## src/rtl/mem_region_pkg.sv

```systemverilog
// Shared encodings and the reset-time address map for the memory region unit.
// The default map is exposed through index functions so tables of any depth can load it.
package mem_region_pkg;

    localparam int PERM_EN = 3;
    localparam int PERM_R  = 2;
    localparam int PERM_W  = 1;
    localparam int PERM_X  = 0;

    typedef enum logic [1:0] {
        SIZE_WORD = 2'b00,
        SIZE_HALF = 2'b01,
        SIZE_BYTE = 2'b10,
        SIZE_NONE = 2'b11
    } size_e;

    localparam int EXC_PERM = 0;
    localparam int EXC_MIS  = 1;

    localparam int STK_D_PERM = 0;
    localparam int STK_D_MIS  = 1;
    localparam int STK_I_EXE  = 2;
    localparam int STK_I_MIS  = 3;

    localparam int NUM_DEFAULT = 5;

    // Entries past the default map come up with perm=0, i.e. disabled.
    function automatic logic [31:0] def_base(input int idx);
        case (idx)
            0:       def_base = 32'h0000_2000;
            1:       def_base = 32'h0000_0100;
            2:       def_base = 32'h0000_0200;
            3:       def_base = 32'hEEEE_0000;
            4:       def_base = 32'hFFFF_F000;
            default: def_base = 32'h0000_0000;
        endcase
    endfunction

    function automatic logic [31:0] def_limit(input int idx);
        case (idx)
            0:       def_limit = 32'h0000_23FF;
            1:       def_limit = 32'h0000_0101;
            2:       def_limit = 32'h0000_02FF;
            3:       def_limit = 32'hEEEE_E0FF;
            4:       def_limit = 32'hFFFF_FFFF;
            default: def_limit = 32'h0000_0000;
        endcase
    endfunction

    function automatic logic [3:0] def_perm(input int idx);
        case (idx)
            0:       def_perm = 4'b1101;
            1:       def_perm = 4'b1110;
            2:       def_perm = 4'b1001;
            3:       def_perm = 4'b1010;
            4:       def_perm = 4'b1110;
            default: def_perm = 4'b0000;
        endcase
    endfunction

endpackage

```

## src/rtl/mem_region_decode.sv

```systemverilog
// Combinational region search: lowest enabled matching entry wins; no match gives zeros.
// Zero latency, no flow control of its own.
module mem_region_decode
    import mem_region_pkg::*;
#(
    parameter int ADDR_W      = 32,
    parameter int NUM_REGIONS = 8,
    parameter int DEV_W       = 4
) (
    input  logic [ADDR_W-1:0]                   addr,
    input  logic [NUM_REGIONS-1:0][ADDR_W-1:0]  base,
    input  logic [NUM_REGIONS-1:0][ADDR_W-1:0]  limit,
    input  logic [NUM_REGIONS-1:0][3:0]         perm,
    output logic                                hit,
    output logic [DEV_W-1:0]                    dev,
    output logic [ADDR_W-1:0]                   local_addr,
    output logic [3:0]                          hit_perm
);

    // Walk from the top so that a lower-index match overwrites a higher one.
    always_comb begin
        hit        = 1'b0;
        dev        = '0;
        local_addr = '0;
        hit_perm   = '0;
        for (int i = NUM_REGIONS - 1; i >= 0; i--) begin
            if (perm[i][PERM_EN] && (addr >= base[i]) && (addr <= limit[i])) begin
                hit        = 1'b1;
                dev        = DEV_W'(i + 1);
                local_addr = addr - base[i];
                hit_perm   = perm[i];
            end
        end
    end

endmodule

```

## src/rtl/mem_region_unit.sv

```systemverilog
// Programmable region table decoding a data and a fetch channel, one registered response each.
// One cycle accept-to-response; a channel stalls only while its response is held by the consumer.
module mem_region_unit
    import mem_region_pkg::*;
#(
    parameter int ADDR_W      = 32,
    parameter int NUM_REGIONS = 8,
    parameter int DEV_W       = 4,
    parameter int FAULT_CNT_W = 8
) (
    input  logic                   clk,
    input  logic                   rst_n,
    input  logic                   cfg_we,
    input  logic [3:0]             cfg_idx,
    input  logic [ADDR_W-1:0]      cfg_base,
    input  logic [ADDR_W-1:0]      cfg_limit,
    input  logic [3:0]             cfg_perm,
    input  logic                   d_req_valid,
    output logic                   d_req_ready,
    input  logic [ADDR_W-1:0]      d_addr,
    input  logic                   d_we,
    input  logic [1:0]             d_size,
    output logic                   d_rsp_valid,
    input  logic                   d_rsp_ready,
    output logic [DEV_W-1:0]       d_rsp_dev,
    output logic [ADDR_W-1:0]      d_rsp_local,
    output logic [1:0]             d_rsp_exc,
    input  logic                   i_req_valid,
    output logic                   i_req_ready,
    input  logic [ADDR_W-1:0]      i_addr,
    output logic                   i_rsp_valid,
    input  logic                   i_rsp_ready,
    output logic [DEV_W-1:0]       i_rsp_dev,
    output logic [ADDR_W-1:0]      i_rsp_local,
    output logic [1:0]             i_rsp_exc,
    output logic [3:0]             exc_sticky,
    input  logic                   exc_clear,
    output logic [FAULT_CNT_W-1:0] fault_cnt
);

    localparam int CW = FAULT_CNT_W + 1;

    logic [NUM_REGIONS-1:0][ADDR_W-1:0] tbl_base;
    logic [NUM_REGIONS-1:0][ADDR_W-1:0] tbl_limit;
    logic [NUM_REGIONS-1:0][3:0]        tbl_perm;

    always_ff @(posedge clk or negedge rst_n) begin
        if (!rst_n) begin
            for (int i = 0; i < NUM_REGIONS; i++) begin
                tbl_base[i]  <= ADDR_W'(def_base(i));
                tbl_limit[i] <= ADDR_W'(def_limit(i));
                tbl_perm[i]  <= def_perm(i);
            end
        end else begin
            for (int i = 0; i < NUM_REGIONS; i++) begin
                if (cfg_we && (cfg_idx == 4'(i))) begin
                    tbl_base[i]  <= cfg_base;
                    tbl_limit[i] <= cfg_limit;
                    tbl_perm[i]  <= cfg_perm;
                end
            end
        end
    end

    logic              d_hit, i_hit;
    logic [DEV_W-1:0]  d_dev, i_dev;
    logic [ADDR_W-1:0] d_local, i_local;
    logic [3:0]        d_perm, i_perm;

    mem_region_decode #(.ADDR_W(ADDR_W), .NUM_REGIONS(NUM_REGIONS), .DEV_W(DEV_W)) u_dec_d (
        .addr       (d_addr),
        .base       (tbl_base),
        .limit      (tbl_limit),
        .perm       (tbl_perm),
        .hit        (d_hit),
        .dev        (d_dev),
        .local_addr (d_local),
        .hit_perm   (d_perm)
    );

    mem_region_decode #(.ADDR_W(ADDR_W), .NUM_REGIONS(NUM_REGIONS), .DEV_W(DEV_W)) u_dec_i (
        .addr       (i_addr),
        .base       (tbl_base),
        .limit      (tbl_limit),
        .perm       (tbl_perm),
        .hit        (i_hit),
        .dev        (i_dev),
        .local_addr (i_local),
        .hit_perm   (i_perm)
    );

    // Each channel only consults the permission bits relevant to it.
    logic [4:0] perm_unused;
    assign perm_unused = {d_perm[PERM_EN], d_perm[PERM_X], i_perm[PERM_EN], i_perm[PERM_R], i_perm[PERM_W]};

    logic       d_fire, i_fire;
    logic       d_perm_fault, d_mis, i_exe_fault, i_mis;
    logic [1:0] d_exc, i_exc;

    assign d_req_ready = !d_rsp_valid || d_rsp_ready;
    assign i_req_ready = !i_rsp_valid || i_rsp_ready;
    assign d_fire      = d_req_valid && d_req_ready;
    assign i_fire      = i_req_valid && i_req_ready;

    assign d_perm_fault = (d_size != SIZE_NONE) && d_hit &&
                          (d_we ? !d_perm[PERM_W] : !d_perm[PERM_R]);
    assign d_mis        = ((d_size == SIZE_WORD) && (d_addr[1:0] != 2'b00)) ||
                          ((d_size == SIZE_HALF) && d_addr[0]);
    assign i_exe_fault  = !i_hit || !i_perm[PERM_X];
    assign i_mis        = (i_addr[1:0] != 2'b00);

    always_comb begin
        d_exc           = '0;
        d_exc[EXC_PERM] = d_perm_fault;
        d_exc[EXC_MIS]  = d_mis;
        i_exc           = '0;
        i_exc[EXC_PERM] = i_exe_fault;
        i_exc[EXC_MIS]  = i_mis;
    end

    always_ff @(posedge clk or negedge rst_n) begin
        if (!rst_n) begin
            d_rsp_valid <= 1'b0;
            d_rsp_dev   <= '0;
            d_rsp_local <= '0;
            d_rsp_exc   <= '0;
        end else if (d_fire) begin
            d_rsp_valid <= 1'b1;
            d_rsp_dev   <= d_dev;
            d_rsp_local <= d_local;
            d_rsp_exc   <= d_exc;
        end else if (d_rsp_ready) begin
            d_rsp_valid <= 1'b0;
        end
    end

    always_ff @(posedge clk or negedge rst_n) begin
        if (!rst_n) begin
            i_rsp_valid <= 1'b0;
            i_rsp_dev   <= '0;
            i_rsp_local <= '0;
            i_rsp_exc   <= '0;
        end else if (i_fire) begin
            i_rsp_valid <= 1'b1;
            i_rsp_dev   <= i_dev;
            i_rsp_local <= i_local;
            i_rsp_exc   <= i_exc;
        end else if (i_rsp_ready) begin
            i_rsp_valid <= 1'b0;
        end
    end

    logic [3:0]    sticky_set;
    logic          d_fault, i_fault;
    logic [CW-1:0] cnt_sum;

    always_comb begin
        sticky_set             = '0;
        sticky_set[STK_D_PERM] = d_fire && d_perm_fault;
        sticky_set[STK_D_MIS]  = d_fire && d_mis;
        sticky_set[STK_I_EXE]  = i_fire && i_exe_fault;
        sticky_set[STK_I_MIS]  = i_fire && i_mis;
    end

    assign d_fault = d_fire && (d_perm_fault || d_mis);
    assign i_fault = i_fire && (i_exe_fault || i_mis);
    assign cnt_sum = {1'b0, fault_cnt} + CW'(d_fault) + CW'(i_fault);

    // Clear is applied before the OR so a same-cycle fault still lands.
    always_ff @(posedge clk or negedge rst_n) begin
        if (!rst_n) begin
            exc_sticky <= '0;
            fault_cnt  <= '0;
        end else begin
            exc_sticky <= (exc_clear ? 4'b0000 : exc_sticky) | sticky_set;
            fault_cnt  <= cnt_sum[FAULT_CNT_W] ? {FAULT_CNT_W{1'b1}} : cnt_sum[FAULT_CNT_W-1:0];
        end
    end

endmodule

```

## config.mk

```make
export PLATFORM = sky130hd
export DESIGN_NAME = mem_region_unit
export DESIGN_NICKNAME = d
export VERILOG_FILES = /design/src/rtl/mem_region_pkg.sv /design/src/rtl/mem_region_decode.sv /design/src/rtl/mem_region_unit.sv
export SDC_FILE = /design/constraint.sdc
export NUM_CORES = 2
export LEC_CHECK = 0
export CAP_MARGIN = 20
export CORE_ASPECT_RATIO = 0.8
export CORE_MARGIN = 2
export CORE_UTILIZATION = 60
export DETAILED_ROUTE_END_ITERATION = 12
export PLACE_DENSITY = 0.77
export SLEW_MARGIN = 20
export SYNTH_ARGS = -nofsm -noshare
export SYNTH_HDL_FRONTEND = slang
export SYNTH_HIERARCHICAL = 1
export SYNTH_SLANG_ARGS = --single-unit
export TNS_END_PERCENT = 10
```

## constraint.sdc

```tcl
create_clock -name clk -period 7 [get_ports clk]
set_clock_uncertainty 0.15 [all_clocks]
set_input_delay 1.4 -clock clk [delete_from_list [all_inputs] [get_ports clk]]
set_output_delay 1.4 -clock clk [all_outputs]
set_load 0.1 [all_outputs]
```

-- Yosys cells after proc, flatten, opt, wreduce, memory -nomap -nowiden
Index checks and enable logic that the tools add are counted.
- memory bits (writable): 0
- memories: 0
- bits in latches: 0
- register bits after elaboration: 634
- memory bits (read-only): 0
- output and inout port bits: 92
- shifts and indexed selects: 0
- mux-type cells: 71
- multipliers: 0
- bitwise gates (word level): 1
- div/mod/pow operators: 0
- equality and inequality tests: 9
- add/sub/neg operators: 18
- reductions and logical operators: 70
- $lt $le $gt $ge: 32
- operators by type and width (cell ; count):
    $ge A32 B32 Y1 ; 16
    $le A32 B32 Y1 ; 16
    $mux W32 ; 16
    $sub A32 B32 Y32 ; 16
    $mux W4 ; 17
    $logic_and A1 B1 Y1 ; 52
    $mux W1 ; 29
    $mux W3 ; 8
    $eq A4 B3 Y1 const B ; 4
    $add A8 B1 Y9 ; 1
    $add A9 B1 Y9 ; 1
    $eq A4 B2 Y1 const B ; 2
    $mux W8 ; 1
    $reduce_bool A2 Y1 ; 4
    $logic_not A1 Y1 ; 6
    $logic_or A1 B1 Y1 ; 6
    $eq A4 B1 Y1 const B ; 1
    $logic_not A4 Y1 ; 1
    $or A4 B4 Y4 ; 1
    $eq A2 B1 Y1 const B ; 1
    $logic_not A2 Y1 ; 1
    $ne A2 B2 Y1 const B ; 1

-- Logic depth before layout (Yosys ltp)
- depth in word-level cells: 19
- depth in mapped cells: 24

-- Modules after synthesis
Netlist, hierarchy kept.
- by module, submodules not included (module ; instances ; cells each ; area each (um^2)):
    mem_region_unit ; 1 ; 1387 ; 23799.1
    mem_region_decode at u_dec_d ; 1 ; 3393 ; 22997.1
    mem_region_decode at u_dec_i ; 1 ; 3370 ; 22725.5

-- Least setup slack after synthesis
Ideal clock, no wire load.
- path type: input-to-reg
- start: in d_addr[0]
- end: reg fault_cnt[7]
- arrival time: 5781 ps
- setup time: 126 ps
- buffers on the path: 1
- stages: 21
- path slack: 942 ps
- cells stage by stage: inv_1 > ha_1 > fa_1 > nand2b_1 > a21oi_1 > a211o_1 > a2bb2oi_1 > a31oi_1 > a21oi_1 > a221oi_2 > clkbuf_1 > a22o_1 > mux2i_1 > o211ai_1 > mux2i_1 > nand3_1 > a21oi_1 > fa_1 > ha_1 > nand2b_1 > mux2_2
- cells in the longest elaborated chain, start to end: 19
- ends and longest elaborated chain (element ; line ; text):
    start: declaration ; mem_region_unit.sv:20 ; input logic [ADDR_W-1:0] d_addr,
    $ge A32 B32 Y1 ; mem_region_decode.sv:27 ; if (perm[i][PERM_EN] && (addr >= base[i]) && (addr <= limit[i])) begin
    $logic_and A1 B1 Y1 (2 in a row) ; mem_region_decode.sv:27 ;
    $mux W3 (7 in a row) ; mem_region_decode.sv:27 ;
    $mux W3 (*) ; mem_region_decode.sv:27 ;
    named net d_perm[1] ; mem_region_unit.sv:68 ; logic [3:0] d_perm, i_perm;
    $logic_not A1 Y1 (*) ; mem_region_unit.sv:106 ; (d_we ? !d_perm[PERM_W] : !d_perm[PERM_R]);
    $mux W1 (*) ; mem_region_unit.sv:106 ;
    $logic_and A1 B1 Y1 (*) ; mem_region_unit.sv:105 ; assign d_perm_fault = (d_size != SIZE_NONE) && d_hit &&
    $logic_or A1 B1 Y1 (*) ; mem_region_unit.sv:165 ; assign d_fault = d_fire && (d_perm_fault || d_mis);
    $logic_and A1 B1 Y1 (*) ; mem_region_unit.sv:165 ;
    $add A8 B1 Y9 (*) ; mem_region_unit.sv:167 ; assign cnt_sum = {1'b0, fault_cnt} + CW'(d_fault) + CW'(i_fault);
    $add A9 B1 Y9 (*) ; mem_region_unit.sv:167 ;
    $mux W8 (*) ; mem_region_unit.sv:176 ; fault_cnt <= cnt_sum[FAULT_CNT_W] ? {FAULT_CNT_W{1'b1}} : cnt_sum[FAULT_CNT_W-1:0];
    end signal: assignment ; mem_region_unit.sv:176 ;
    end: declaration ; mem_region_unit.sv:38 ; output logic [FAULT_CNT_W-1:0] fault_cnt
Mark *: on every way through the listed nets, which the timed path passes. The rest lies on a longest branch.
A chain may end at the register's enable or synchronous reset.

-- Worst setup path in the final report
- start: in d_addr[27]
- end: reg d_rsp_local[5]
- cells in the longest elaborated chain, start to end: 11
- ends and longest elaborated chain (element ; line ; text):
    $ge A32 B32 Y1 ; mem_region_decode.sv:27 ;
    $logic_and A1 B1 Y1 (2 in a row) ; mem_region_decode.sv:27 ;
    $mux W32 (7 in a row) ; mem_region_decode.sv:27 ;
    $mux W32 (*) ; mem_region_decode.sv:27 ;
    named net d_local[5] ; mem_region_unit.sv:67 ; logic [ADDR_W-1:0] d_local, i_local;
    end signal: assignment ; mem_region_unit.sv:130 ; d_rsp_local <= d_local;
    end: declaration ; mem_region_unit.sv:26 ; output logic [ADDR_W-1:0] d_rsp_local,
Marked as above.

==> flow_summary.yaml <==
routing:
  wire_per_inst_um: 30.5
  avgViaCountPerCell: 6.86
  post-route-drc-count: 0
  first_pass_iters: 9
  first_iter_violations: 9532
  final_antenna_net_count: 0
  wl_um: 310000
  routed-via-count: 69712
sta:
  hold_violations: 0
  final-setup-viol-count: 0
  slew_viol_final: 0
  rsz0062_at_grt: "no"
  finalCriticalPeriod_ns: 6.82
  fmax_ghz: 0.147
  maxSlewHeadroom_pct: 17.1
  setup_tns_ns: 0
  fin_crit_sh_pct: 97.5
  worst_pin_slew_ns: 1.24
critical_path:
  cpMaxStageDelayCell: "or4_1"
  cp_cell_sequence: "clkdlybuf4s50_1 -> buf_4 -> ha_1 -> nand4_1 -> or4_1 -> a21oi_1 -> o21ai_0 -> and3_1 -> nor2_4 -> buf_4 -> a221oi_1 -> o31ai_1 -> buf_4 -> o21ai_0 -> a211oi_1 -> buf_4 -> mux2_2"
  cp.arrival_ns: 7.35
  critPathMaxFanout: 23
  start_kind: "input port"
  crit_top_cell: "buf_4"
  endpoint_kind: "flop"
  critical-path-max-stage-delay_ns: 0.87
  path_class: "in2reg"
  worstPathRequired_ns: 7.53
clocking:
  path_clk_slew_ns: 0.07
  cts_sinks: 634
  root_buffer: "clkbuf_16"
  htreeDepth: 3
  cts_tree: "done"
  clk_path_buf_depth: 3
  numCtsBuffers: 73
  worstSkewPairLatency_ns: 0.75
  cts_resized: 0
  postCtsHoldBufs: 0
  cts_setup_buffers: 0
run_status:
  outcome: "completed"
place:
  gp_congestion: 1.15
  placed_area_um2: 75800
  place_inst: 10013
  dpl.hpwl_um: 246000
  io_buffers: 238
global_route:
  grt_antenna_before_repair: 24
  grt_pass1_vias: 66680
  track_usage_pct: 51.1
  grt_pass1_wl_um: 440000
  grt_max_degree: 159
  grt-ovfl-total: 0
power_and_ir_drop:
  comb_power_share_pct: 61.9
  vdd_drop_max_mv: 0.517
  power_density_nw_per_um2: 342
  p_leak_uw: 0.0370
  p_int_uw: 13100
  power_frac_seq_pct: 22.4
  power.share.clock_pct: 15.6
  swShare_pct: 50.9
  p_switching_uw: 13600
floorplanning:
  die_y_um: 308
  rows: 111
  ioPinCount: 239
  fp.dieW_um: 384
  die_area_um2: 118000
  core-area_um2: 115000
  start_util_pct: 60.5
flow_run:
  max_cap_violations: 0
layout:
  finalInstanceArea_um2: 78400
  fin_cells: 10166
  finish.utilization_pct: 68.4
  nets: 9753
  drive_gt1_share_pct: 15.2
  syn2layout_area_growth_pct: 13.0
worst_hold_path:
  hold_path_class: "reg2reg"
logic_synthesis:
  syn_area_per_cell_um2: 8.54
  ys_warn_count: 6
  synth_fp_nets: 9311
  syn_inst: 8122
  syn-cell-area_um2: 69300
## final timing paths
| check | depth (start not counted) | start | slack, ns | end |
|---|---|---|---|---|
| worst max-delay path | 17 | d_addr[27] | 0.18 | d_rsp_local[5]$_DFFE_PN0P_ |
| worst min-delay path | 1 | i_rsp_local[22]$_DFFE_PN0P_ | 0.35 | i_rsp_local[22]$_DFFE_PN0P_ |
| worst max register to register | 17 | tbl_limit[135]$_DFFE_PN1P_ | 1.10 | d_rsp_local[5]$_DFFE_PN0P_ |
| worst min register to register | 1 | i_rsp_local[22]$_DFFE_PN0P_ | 0.35 | i_rsp_local[22]$_DFFE_PN0P_ |
| max in group asynchronous | 2 | rst_n | 4.57 | tbl_limit[231]$_DFFE_PN0P_ |
| min in group asynchronous | 1 | rst_n | 0.53 | i_rsp_local[1]$_DFFE_PN0P_ |
## power groups by stage
stage	clock network [µW]	registers [µW]	logic, µW
2_1_floorplan	0	6820	9190
3_3_place_gp	0	5910	15500
3_5_place_dp	0	5960	15800
4_1_cts	4190	5910	15900
5_1_grt	4330	6030	17500
6_report	4180	6010	16600
## state kept, by name, indices dropped and copies added (netlist names), 4 cells and up
| signal | count |
|---|---|
| tbl_base | 256 |
| i_rsp_local | 32 |
| tbl_limit | 256 |
| d_rsp_dev | 4 |
| tbl_perm | 32 |
| i_rsp_dev | 4 |
| exc_sticky | 4 |
| fault_cnt | 8 |
| d_rsp_local | 32 |
## placed cells by master, fill, tap and decap left out, drive strengths merged, types with 169 or more instances in the layout
cell and count:
inv 1128, ha 1025, a21oi 627, mux2 620, dfrtp 509, nand2 423, nor2 396, o21ai 393
buf 344, a21o 311, xnor2 244, clkdlybuf4s50 237, nand4 184, xor2 169
## worst max-delay path, delay by kind of cell
kind,cells,cell delay (ns)
AO/OA/AOI/OAI,6,2.14
AND/OR/NAND/NOR,4,1.70
buffers and inverters,5,1.66
adder cells (fa/ha/maj),1,0.25
multiplexers,1,0.14
## per-stage QoR
| stage | hold slack [ns] | worst slack (ns) | total power (µW) |
|---|---|---|---|
| 2_1_floorplan | 0.325 | 0.968 | 16000 |
| 3_3_place_gp | 0.337 | -0.0872 | 21400 |
| 3_5_place_dp | 0.344 | -0.126 | 21700 |
| 4_1_cts | 0.356 | 0.559 | 26000 |
| 5_1_grt | 0.364 | 0.129 | 27800 |
| 6_report | 0.352 | 0.175 | 26800 |
## area by class of cell
type,count,area [µm²]
Fill cell,9351,36200
Clock buffer,97,2040
Tap cell,1525,1910
Timing Repair Buffer,581,5500
Inverter,1120,4200
Multi-Input combinational cell,6154,48200
Clock inverter,38,498
Antenna cell,17,42.5
Sequential cell,634,16000
## layer usage
layer  part of all wire [%]  global-route usage (%)  vias up
met4                     11                    46.5       14
met3                     13                    15.4     1352
met5                  0.029                       0        -
li1                       -                       -    30298
met1                     36                    62.5    33001
met2                     39                    72.0     5047
Note: power is estimated with default switching activity, not from simulation.
